File: src/rtl/pio_bus_pkg.sv
// pio_bus_pkg: definitions shared by the PIO bus arbiter and the PIO blocks
// that decode the shared register bus.
//   arb_state_t     - arbiter FSM state (ST_IDLE=0, ST_OWNED=1)
//   PIO_ADDR_W/DATA - default register-bus address/data widths
//   next_rr_winner  - rotating-priority search, returns one-hot winner
package pio_bus_pkg;

  typedef enum logic {
    ST_IDLE  = 1'b0,
    ST_OWNED = 1'b1
  } arb_state_t;

  localparam int unsigned PIO_ADDR_W = 8;
  localparam int unsigned PIO_DATA_W = 8;

  // Largest supported requester count; the helper works on this width.
  localparam int unsigned RR_MAX_REQ = 8;

  localparam logic [7:0] BURST_SAT = 8'hFF;

  // Search upward from pointer+1, wrapping modulo num_req; the first set
  // request bit wins. Bits at or above num_req are ignored.
  function automatic logic [RR_MAX_REQ-1:0] next_rr_winner(
    input logic [RR_MAX_REQ-1:0] req,
    input logic [2:0]            pointer,
    input int unsigned           num_req
  );
    logic [RR_MAX_REQ-1:0] win;
    logic [2:0]            idx;
    win = '0;
    for (int unsigned k = 1; k <= RR_MAX_REQ; k++) begin
      if (k <= num_req) begin
        idx = 3'((32'(pointer) + k) % num_req);
        if (win == '0 && req[idx]) begin
          win[idx] = 1'b1;
        end
      end
    end
    return win;
  endfunction

endpackage

File: src/rtl/pio_rr_select.sv
// pio_rr_select: combinational rotating-priority encoder.
//   req     in  NUM_REQ  request vector
//   pointer in  PTR_W    index of the last granted requester
//   winner  out NUM_REQ  one-hot winner (0 when req is 0)
module pio_rr_select
  import pio_bus_pkg::*;
#(
  parameter int unsigned NUM_REQ = 2,
  parameter int unsigned PTR_W   = (NUM_REQ > 1) ? $clog2(NUM_REQ) : 1
) (
  input  logic [NUM_REQ-1:0] req,
  input  logic [PTR_W-1:0]   pointer,
  output logic [NUM_REQ-1:0] winner
);

  logic [RR_MAX_REQ-1:0] req_ext;
  logic [RR_MAX_REQ-1:0] win_ext;

  always_comb begin
    req_ext              = '0;
    req_ext[NUM_REQ-1:0] = req;
    win_ext              = next_rr_winner(req_ext, 3'(pointer), NUM_REQ);
    winner               = NUM_REQ'(win_ext);
  end

endmodule

File: src/rtl/pio_bus_arbiter.sv
// pio_bus_arbiter: round-robin arbiter sharing one atmega_pio-style register
// bus between NUM_REQ requesters, with burst-length fairness and a registered
// one-cycle ack carrying captured read data.
//
// Ports:
//   clk, rst (sync, active-low)
//   req/req_wr/req_rd [NUM_REQ]      per-requester request and strobes
//   req_addr/req_wdat (packed)       slice i belongs to requester i
//   gnt/ack [NUM_REQ]                registered one-hot grant, ack pulse
//   rdat                             read data captured with ack
//   addr_dat/wr_dat/rd_dat/bus_dat_in  bus towards the PIO blocks
//   bus_dat_out                      combinational read data from PIO
//   timeout                          watchdog revoke pulse
//
// Optional build macro: PIO_ARB_TIMEOUT_EN enables the idle-grant watchdog;
// without it timeout is tied to 0 and a grant is held indefinitely.
module pio_bus_arbiter
  import pio_bus_pkg::*;
#(
  parameter int unsigned NUM_REQ           = 2,
  parameter int unsigned BUS_ADDR_DATA_LEN = PIO_ADDR_W,
  parameter int unsigned BUS_DATA_WIDTH    = PIO_DATA_W,
  parameter int unsigned MAX_BURST         = 4,
  parameter int unsigned TIMEOUT_CYCLES    = 16
) (
  input  logic                                   clk,
  input  logic                                   rst,
  input  logic [NUM_REQ-1:0]                     req,
  input  logic [NUM_REQ*BUS_ADDR_DATA_LEN-1:0]   req_addr,
  input  logic [NUM_REQ-1:0]                     req_wr,
  input  logic [NUM_REQ-1:0]                     req_rd,
  input  logic [NUM_REQ*BUS_DATA_WIDTH-1:0]      req_wdat,
  output logic [NUM_REQ-1:0]                     gnt,
  output logic [NUM_REQ-1:0]                     ack,
  output logic [BUS_DATA_WIDTH-1:0]              rdat,
  output logic [BUS_ADDR_DATA_LEN-1:0]           addr_dat,
  output logic                                   wr_dat,
  output logic                                   rd_dat,
  output logic [BUS_DATA_WIDTH-1:0]              bus_dat_in,
  input  logic [BUS_DATA_WIDTH-1:0]              bus_dat_out,
  output logic                                   timeout
);

  localparam int unsigned PTR_W = (NUM_REQ > 1) ? $clog2(NUM_REQ) : 1;

  arb_state_t          state, state_next;
  logic [PTR_W-1:0]    ptr, win_idx;
  logic [NUM_REQ-1:0]  win;
  logic [7:0]          burst_cnt, burst_next;
  logic                own_req, own_wr, own_rd;
  logic                xfer, others, release_now, to_hit;

  pio_rr_select #(
    .NUM_REQ (NUM_REQ),
    .PTR_W   (PTR_W)
  ) u_rr_select (
    .req     (req),
    .pointer (ptr),
    .winner  (win)
  );

  // Holder signals are picked with the one-hot grant, so nothing is seen
  // while gnt is 0.
  always_comb begin
    own_req    = |(req    & gnt);
    own_wr     = |(req_wr & gnt);
    own_rd     = |(req_rd & gnt);
    xfer       = (state == ST_OWNED) && (own_wr || own_rd);
    others     = |(req & ~gnt);
    burst_next = burst_cnt;
    if (xfer && burst_cnt != BURST_SAT) begin
      burst_next = burst_cnt + 8'd1;
    end
    win_idx = '0;
    for (int unsigned i = 0; i < NUM_REQ; i++) begin
      if (win[i]) begin
        win_idx = PTR_W'(i);
      end
    end
  end

  // Next-state logic
  always_comb begin
    release_now = (state == ST_OWNED) &&
                  (!own_req || to_hit ||
                   (xfer && others && burst_next >= 8'(MAX_BURST)));
    state_next = state;
    case (state)
      ST_IDLE:  if (|req)       state_next = ST_OWNED;
      ST_OWNED: if (release_now) state_next = ST_IDLE;
      default:                  state_next = ST_IDLE;
    endcase
  end

  // State register and registered outputs
  always_ff @(posedge clk) begin
    if (!rst) begin
      state     <= ST_IDLE;
      gnt       <= '0;
      ack       <= '0;
      rdat      <= '0;
      burst_cnt <= '0;
      ptr       <= PTR_W'(NUM_REQ - 1);
    end else begin
      state <= state_next;
      ack   <= '0;
      if (state == ST_IDLE) begin
        if (|req) begin
          gnt       <= win;
          ptr       <= win_idx;
          burst_cnt <= '0;
        end
      end else begin
        burst_cnt <= burst_next;
        if (xfer) begin
          ack  <= gnt;
          rdat <= bus_dat_out;
        end
        if (release_now) begin
          gnt <= '0;
        end
      end
    end
  end

  // Bus outputs: muxed from the holder's slice, forced to 0 in reset/idle.
  // A simultaneous write and read is issued as a write only.
  always_comb begin
    addr_dat   = '0;
    wr_dat     = 1'b0;
    rd_dat     = 1'b0;
    bus_dat_in = '0;
    if (rst && state == ST_OWNED) begin
      for (int unsigned i = 0; i < NUM_REQ; i++) begin
        if (gnt[i]) begin
          addr_dat   = req_addr[i*BUS_ADDR_DATA_LEN +: BUS_ADDR_DATA_LEN];
          bus_dat_in = req_wdat[i*BUS_DATA_WIDTH +: BUS_DATA_WIDTH];
        end
      end
      wr_dat = own_wr;
      rd_dat = own_rd & ~own_wr;
    end
  end

`ifdef PIO_ARB_TIMEOUT_EN
  localparam int unsigned TO_W = $clog2(TIMEOUT_CYCLES + 1);

  logic [TO_W-1:0] to_cnt;
  logic            timeout_q;

  // Fires on the TIMEOUT_CYCLES-th consecutive strobe-less OWNED cycle.
  assign to_hit  = (state == ST_OWNED) && !xfer &&
                   (to_cnt == TO_W'(TIMEOUT_CYCLES - 1));
  assign timeout = timeout_q;

  always_ff @(posedge clk) begin
    if (!rst) begin
      to_cnt    <= '0;
      timeout_q <= 1'b0;
    end else begin
      timeout_q <= to_hit;
      if (state != ST_OWNED || xfer || to_hit) begin
        to_cnt <= '0;
      end else begin
        to_cnt <= to_cnt + 1'b1;
      end
    end
  end
`else
  assign to_hit  = 1'b0;
  assign timeout = 1'b0;
`endif

endmodule

File: config.mk
export PLATFORM = sky130hd
export DESIGN_NAME = pio_bus_arbiter
export DESIGN_NICKNAME = d
export VERILOG_FILES = /design/src/rtl/pio_bus_pkg.sv /design/src/rtl/pio_rr_select.sv /design/src/rtl/pio_bus_arbiter.sv
export SDC_FILE = /design/constraint.sdc
export NUM_CORES = 1
export LEC_CHECK = 0
export CAP_MARGIN = 40
export CELL_PAD_IN_SITES_DETAIL_PLACEMENT = 2
export CELL_PAD_IN_SITES_GLOBAL_PLACEMENT = 2
export CORE_UTILIZATION = 22
export DETAILED_ROUTE_END_ITERATION = 8
export MAX_ROUTING_LAYER = met4
export PLACE_DENSITY_LB_ADDON = 0.1
export SLEW_MARGIN = 20
export SYNTH_ARGS = -nofsm -noshare
export SYNTH_HDL_FRONTEND = slang
export SYNTH_SLANG_ARGS = --single-unit
File: constraint.sdc
create_clock -name clk -period 4.7 [get_ports clk]
set_input_delay 0.47 -clock clk [delete_from_list [all_inputs] [get_ports clk]]
set_output_delay 0.47 -clock clk [all_outputs]
set_load 0.05 [all_outputs]
Yosys cells after proc, flatten, opt, wreduce, memory -nomap -nowiden
Cells that the tools add are included.
Operators by class
  $add $sub $neg: 3
  $lt $le $gt $ge: 5
  eq/ne operators: 2
  muxes and demuxes: 28
  bitwise logic cells: 9
  reductions and logical operators: 23
Operators with widths (number)
  8-bit 2-to-1 mux: 9
  1-bit 2-to-1 mux: 11
  2-bit 2-to-1 mux: 5
  2-bit OR reduction: 5
  1-bit logical AND: 9
  8-bit by 1-bit adder with 8-bit output (second input constant): 1
  2-bit AND: 4
  8-bit by 3-bit >= comparator with 1-bit output (second input constant): 1
  8-bit zero test: 1
  1-bit by 4-bit less-than comparator with 1-bit output (second input constant): 2
  8-bit != test (second input constant): 1
  2-bit AND reduction: 3
  3-bit AND reduction: 1
  1-bit adder (second input constant): 2
  1-bit demux with 1-bit select: 2
  1-bit >= comparator (second input constant): 2
  1-bit logical OR: 2
  2-bit by 1-bit != test with 1-bit output (second input constant): 1
  1-bit inverter: 2
  2-bit inverter: 1
  2-bit OR: 1
  1-bit one-hot mux with 2 select lines: 1
  2-bit nonzero test: 1
  1-bit AND: 1
  1-bit zero test: 1
Storage, ports and cells
  flip-flop bits (word level): 22
  input port bits: 48
  output and inout bits: 31
  logic and storage cells: 76

Longest topological paths before layout
  depth in word-level cells: 12
  depth in mapped cells: 7
  gate-level depth less buffers: 7

Modules after synthesis
A second synthesis with hierarchy kept.
Unflattened totals
  cell total of the unflattened synthesis: 206
  area total of the unflattened synthesis: 1519.0 um2
Modules (own cells, without submodules)
  pio_bus_arbiter: instances 1, cells each 203, area each 1500.2 um2, sequential area each 440.4 um2
  pio_rr_select: instances 1, cells each 3, area each 18.8 um2, sequential area each 0.0 um2

Worst setup path after synthesis
OpenSTA, ideal clock, no wires.
  path kind: register to output
  start: reg gnt[0]
  end: out addr_dat[0]
  arrival: 2.331 ns
  data required time: 4.230 ns
  setup slack: 1.899 ns
  stages on the path, launching flop included: 7
  path buffers: 3
  cells stage by stage: dfxtp_1 buf_2 nor2b_1 clkbuf_1 clkbuf_1 a22oi_1 nor2_1
On the way
  cells in the longest elaborated chain, start to end: 3
Ends and longest elaborated chain
  from (decl): line pio_bus_arbiter.sv:33  | output logic [NUM_REQ-1:0] gnt,
  from (signal assigned): line pio_bus_arbiter.sv:109  | gnt <= win;
  8-bit 2-to-1 mux (2 in a row): line pio_bus_arbiter.sv:135  | if (gnt[i]) begin
  8-bit 2-to-1 mux: line pio_bus_arbiter.sv:133  | if (rst && state == ST_OWNED) begin
  to (decl): line pio_bus_arbiter.sv:36  | output logic [BUS_ADDR_DATA_LEN-1:0] addr_dat,
Every way passes these cells.

Worst setup path in the final report
  start: in rst
  end: out addr_dat[1]
On the way
  cells in the longest elaborated chain, start to end: 2
Ends and longest elaborated chain
  from (decl): line pio_bus_arbiter.sv:27  | input logic rst,
  1-bit logical AND: line pio_bus_arbiter.sv:133
  8-bit 2-to-1 mux: line pio_bus_arbiter.sv:133
Every way passes these cells.

==> impl.org <==
** Floorplanning
- The floorplan step defined a die boundary enclosing just over 7000 um^2.
- Die width :: 84.75 um
- For this design the top-level I/O count stands at 79.
- In this run the core area contains 29 standard-cell rows.
- For this configuration, the core starts out at a cell density of 23.19%.
- The core region is approximately 6500 um^2.
- Die height :: approximately 85 um

** Timing
- Skew final :: roughly 0.0049 ns
- Actual slew at the worst max-slew pin :: 0.7653 ns
- The number of max-slew violations in the final report is 0.
- Of the available clock period, the critical path in the final layout requires a little under three quarters.
- Derived from the worst setup path, the maximum achievable clock frequency is slightly below 0.3 GHz.
- Final critical path time including I/O delays and setup :: roughly 3.4 ns
- Post-route worst hold slack :: 0.4619 ns
- Count of final hold-check violations :: 0
- Setup repair after global routing left no endpoint under its margin.
- Number of failing setup endpoints in the final timing report :: 0
- The worst path meets setup with approximately 1.3 ns of slack.
- Total Negative Setup Slacks :: 0 ns
- Relative slew margins :: a little under half

** Power
- Worst ir drop on vdd :: 0.1000 mV
- In this run the power density over the cells is 227.1 nW/um^2.
- Overall power after layout :: 0.0005424 W
- Static leakage power :: around 0.79 nW

** Synthesis
- Count of flip-flops with a built-in enable after synthesis :: 0
- Total of warnings raised by yosys :: 0
- Combined area of all synthesized cells :: roughly 1500 um^2
- Counting distinct cell types in the post-synthesis netlist gives 45.
- When the netlist entered floorplanning its net count stood at 250.
- After synthesis, the share of flip-flops with an asynchronous set or reset is 0%.
- The most used flip-flop cell after synthesis is dfxtp_1.
- In this run the mean area of a mapped cell was about 7.5 um^2.
- After synthesis, flip-flops and latches occupy between 20 and 30% of the total area.
- Counting flops and latches in the post-synthesis netlist gives 22.
- After technology mapping, the gate count stands at ~200.

** Detailed routing
- The count of nets left with antenna violations once routing finished came out at 0.
- Wires add up to about 5.8 mm.
- Number of search-and-repair iterations in the first detailed-routing pass :: 4
- For this run, design rule violations remaining after detail routing come to 0.
- The first routing iteration left 60 violations.
- The routed layout has roughly 1800 vias.
- Via-per-instance ratio :: 5.162
- Routed wire per std cell :: approximately 17 um

** Min path
- The min-delay analysis places its worst path in the category reg2reg.
- In this run the most critical hold path is launched from rdat[6]$_SDFFE_PN0P_.

** Clock network
- For this design, the CTS-stage hold fixing added 0 buffers.
- Number of levels in the clock H-tree :: 1
- Resize count post-CTS :: 0
- Buffer type at the clock tree root :: clkbuf_8
- CTS clk-pin slew, worst paths :: 0.09 ns
- In this run, CTS created clock tree buffers numbering 3.
- Maximum number of buffers from clock root to sink :: 2
- Buffers inserted during post-CTS setup optimization :: 0
- TritonCTS clock tree :: yes
- The clock drives 22 sinks.
- Latest clock arrival within the worst-skew pair :: 0.27 ns

** Global routing
- First-pass GRT wire length :: just under 10 mm
- Global routing finished with a remaining overflow of 0.
- Maximum number of pins on one net before global-route repair :: 21
- Global-route usage over all layers :: 17.71%
- Initial antenna violation count :: 0
- The number of global-route vias before repair is around 1900.

** Cells and area
- Total area of multi-input combinational cells :: roughly 960 um^2
- 0 antenna diodes ended up in the layout.
- From synthesis to final layout, the design area changed by 58.55%.
- The layout has 756 filler cells.
- Sequential standard cell area :: 440.4 um^2
- The post-route netlist has around 6.3% of its cells at a drive strength greater than 1.
- At the end of the flow, the number of nets in the layout was about 320.

** Placed design
- Sum of net half-perimeters after detailed placement :: between 4 and 5 mm
- The congestion estimate from routability-driven global placement came to 0.7772.
- Place WS :: around 1.3 ns
- The count of buffers added on input and output ports is 77.

** Setup path
- Critical path data required time :: approximately 4.2 ns
- Number of buffers and inverters on the critical path :: 3
- Category of the most critical setup path :: in2out
- Walking the worst path, the cells encountered are clkdlybuf4s50_1 -> nand2_1 -> buf_4 -> nor2_1 -> clkdlybuf4s50_1.
- The most critical setup path has its startpoint at rst.
- Startpoint of the worst-slack reg-to-reg timing path :: gnt[0]$_SDFFE_PN0P_
- In this design, the largest share of critical-path delay is due to buffers and inverters.
- The cell that appears most often on the critical path is clkdlybuf4s50_1.
- The worst setup path is launched from an input pin.
- For this design, the slowest cell found on the critical path is clkdlybuf4s50_1.
- Data on the critical path arrives at its endpoint at 2.90 ns.
- For this run, the slowest stage of the critical path takes just over 0.8 ns.
- STA classifies the critical path endpoint as an output pin.
- Maximum fanout count along the critical path :: 16

** Status
- The run finished with clean final reports.

** Flow run
- Max-cap check violation count :: 0
cell usage after synthesis, types with 2 or more instances:
master	instances	share of area, %
nand2b_1	2	0.83
o22ai_1	2	0.83
a22oi_1	17	8.5
nand2_1	29	7.2
mux2i_1	3	2.0
nor3_1	4	1.3
buf_4	3	1.5
inv_1	6	1.5
o21ai_0	8	2.7
dfxtp_1	22	29
and2_1	2	0.83
buf_2	6	2.0
a31oi_1	4	1.7
o211ai_4	2	2.8
nor2b_1	2	0.83
a211oi_1	2	1.0
a22o_1	2	1.2
nor2_1	24	6.0
clkbuf_1	9	2.2
a21oi_1	20	6.6
nand3_1	8	2.7
registers in the layout (all words and copies together), names as in the netlist:
| name | flops |
|---|---|
| gnt | 2 |
| rdat | 8 |
| ptr | 1 |
| burst_cnt | 8 |
| ack | 2 |
| state | 1 |
cell type report:
cell class / instances / area share (%)
multi-input cells: 155 / 40.07
repair buffers: 81 / 33.53
flip-flops and latches: 22 / 18.44
well taps: 77 / 4.034
clock buffers: 3 / 1.729
clock inverters: 1 / 1.257
inverters: 6 / 0.9429
logic make-up after synthesis:
kind of cell	count (synthesis)	synth area share (%)
AO/OA/AOI/OAI	72	35.88
XOR/XNOR	1	0.5815
adder cells (fa/ha/maj)	1	0.8304
buffers and inverters	24	7.226
flip-flops	22	29.24
multiplexers	4	2.741
other	1	0.2489
AND/OR/NAND/NOR	76	23.26
through the flow:
step	util [%]	instance area, um^2	instances
after floorplan	-	1506	201
after global placement	35.68	2317	341
after detailed placement	35.68	2317	341
after CTS	36.78	2389	345
after global routing	36.78	2389	345
final	36.78	2389	345
final timing paths:
kind	end	cells past startpoint	slack, ns
setup / recovery	addr_dat[1]	5	1.33
hold / removal	rdat[6]$_SDFFE_PN0P_	2	0.46
setup reg to reg	burst_cnt[5]$_SDFFE_PN0P_	6	2.22
hold reg to reg	rdat[6]$_SDFFE_PN0P_	2	0.46
worst reg2reg max path: cells and delay by family, from the launching register on:
family,cells,cell delay [ns]
flops,1,0.64
simple gates,2,0.47
compound gates,4,1.26
report_power, final:
part / switching, W / leakage, nW / internal [W] / total [W]
clock: 0.0000668 / 0.0357 / 0.000114 / 0.000181
sequential: 0.00000820 / 0.179 / 0.000193 / 0.000201
combinational: 0.0000889 / 0.577 / 0.0000717 / 0.000161
per-layer routing:
| metal | routed length (um) | up-vias | track usage, % |
|---|---|---|---|
| met5 | 0 | - | - |
| met4 | 85 | 0 | 5.701 |
| met3 | 280 | 7 | 3.147 |
| met2 | 2715 | 60 | 28.82 |
| met1 | 2713 | 853 | 22.22 |
| li1 | - | 861 | - |
layout by cell type (no fill, tap or decap), drive strengths merged, types with 3 or more instances in the layout:
cell / synthesis / final
clkdlybuf4s50: 0 / 77
nand2: 29 / 29
nor2: 24 / 24
dfxtp: 22 / 22
a21oi: 20 / 20
a22oi: 17 / 17
o21ai: 9 / 9
nand3: 8 / 8
inv: 6 / 6
nor3: 4 / 4
a31oi: 4 / 4
buf: 9 / 4
mux2i: 3 / 3
clkbuf: 9 / 3
(Power assumes the default switching activity.)
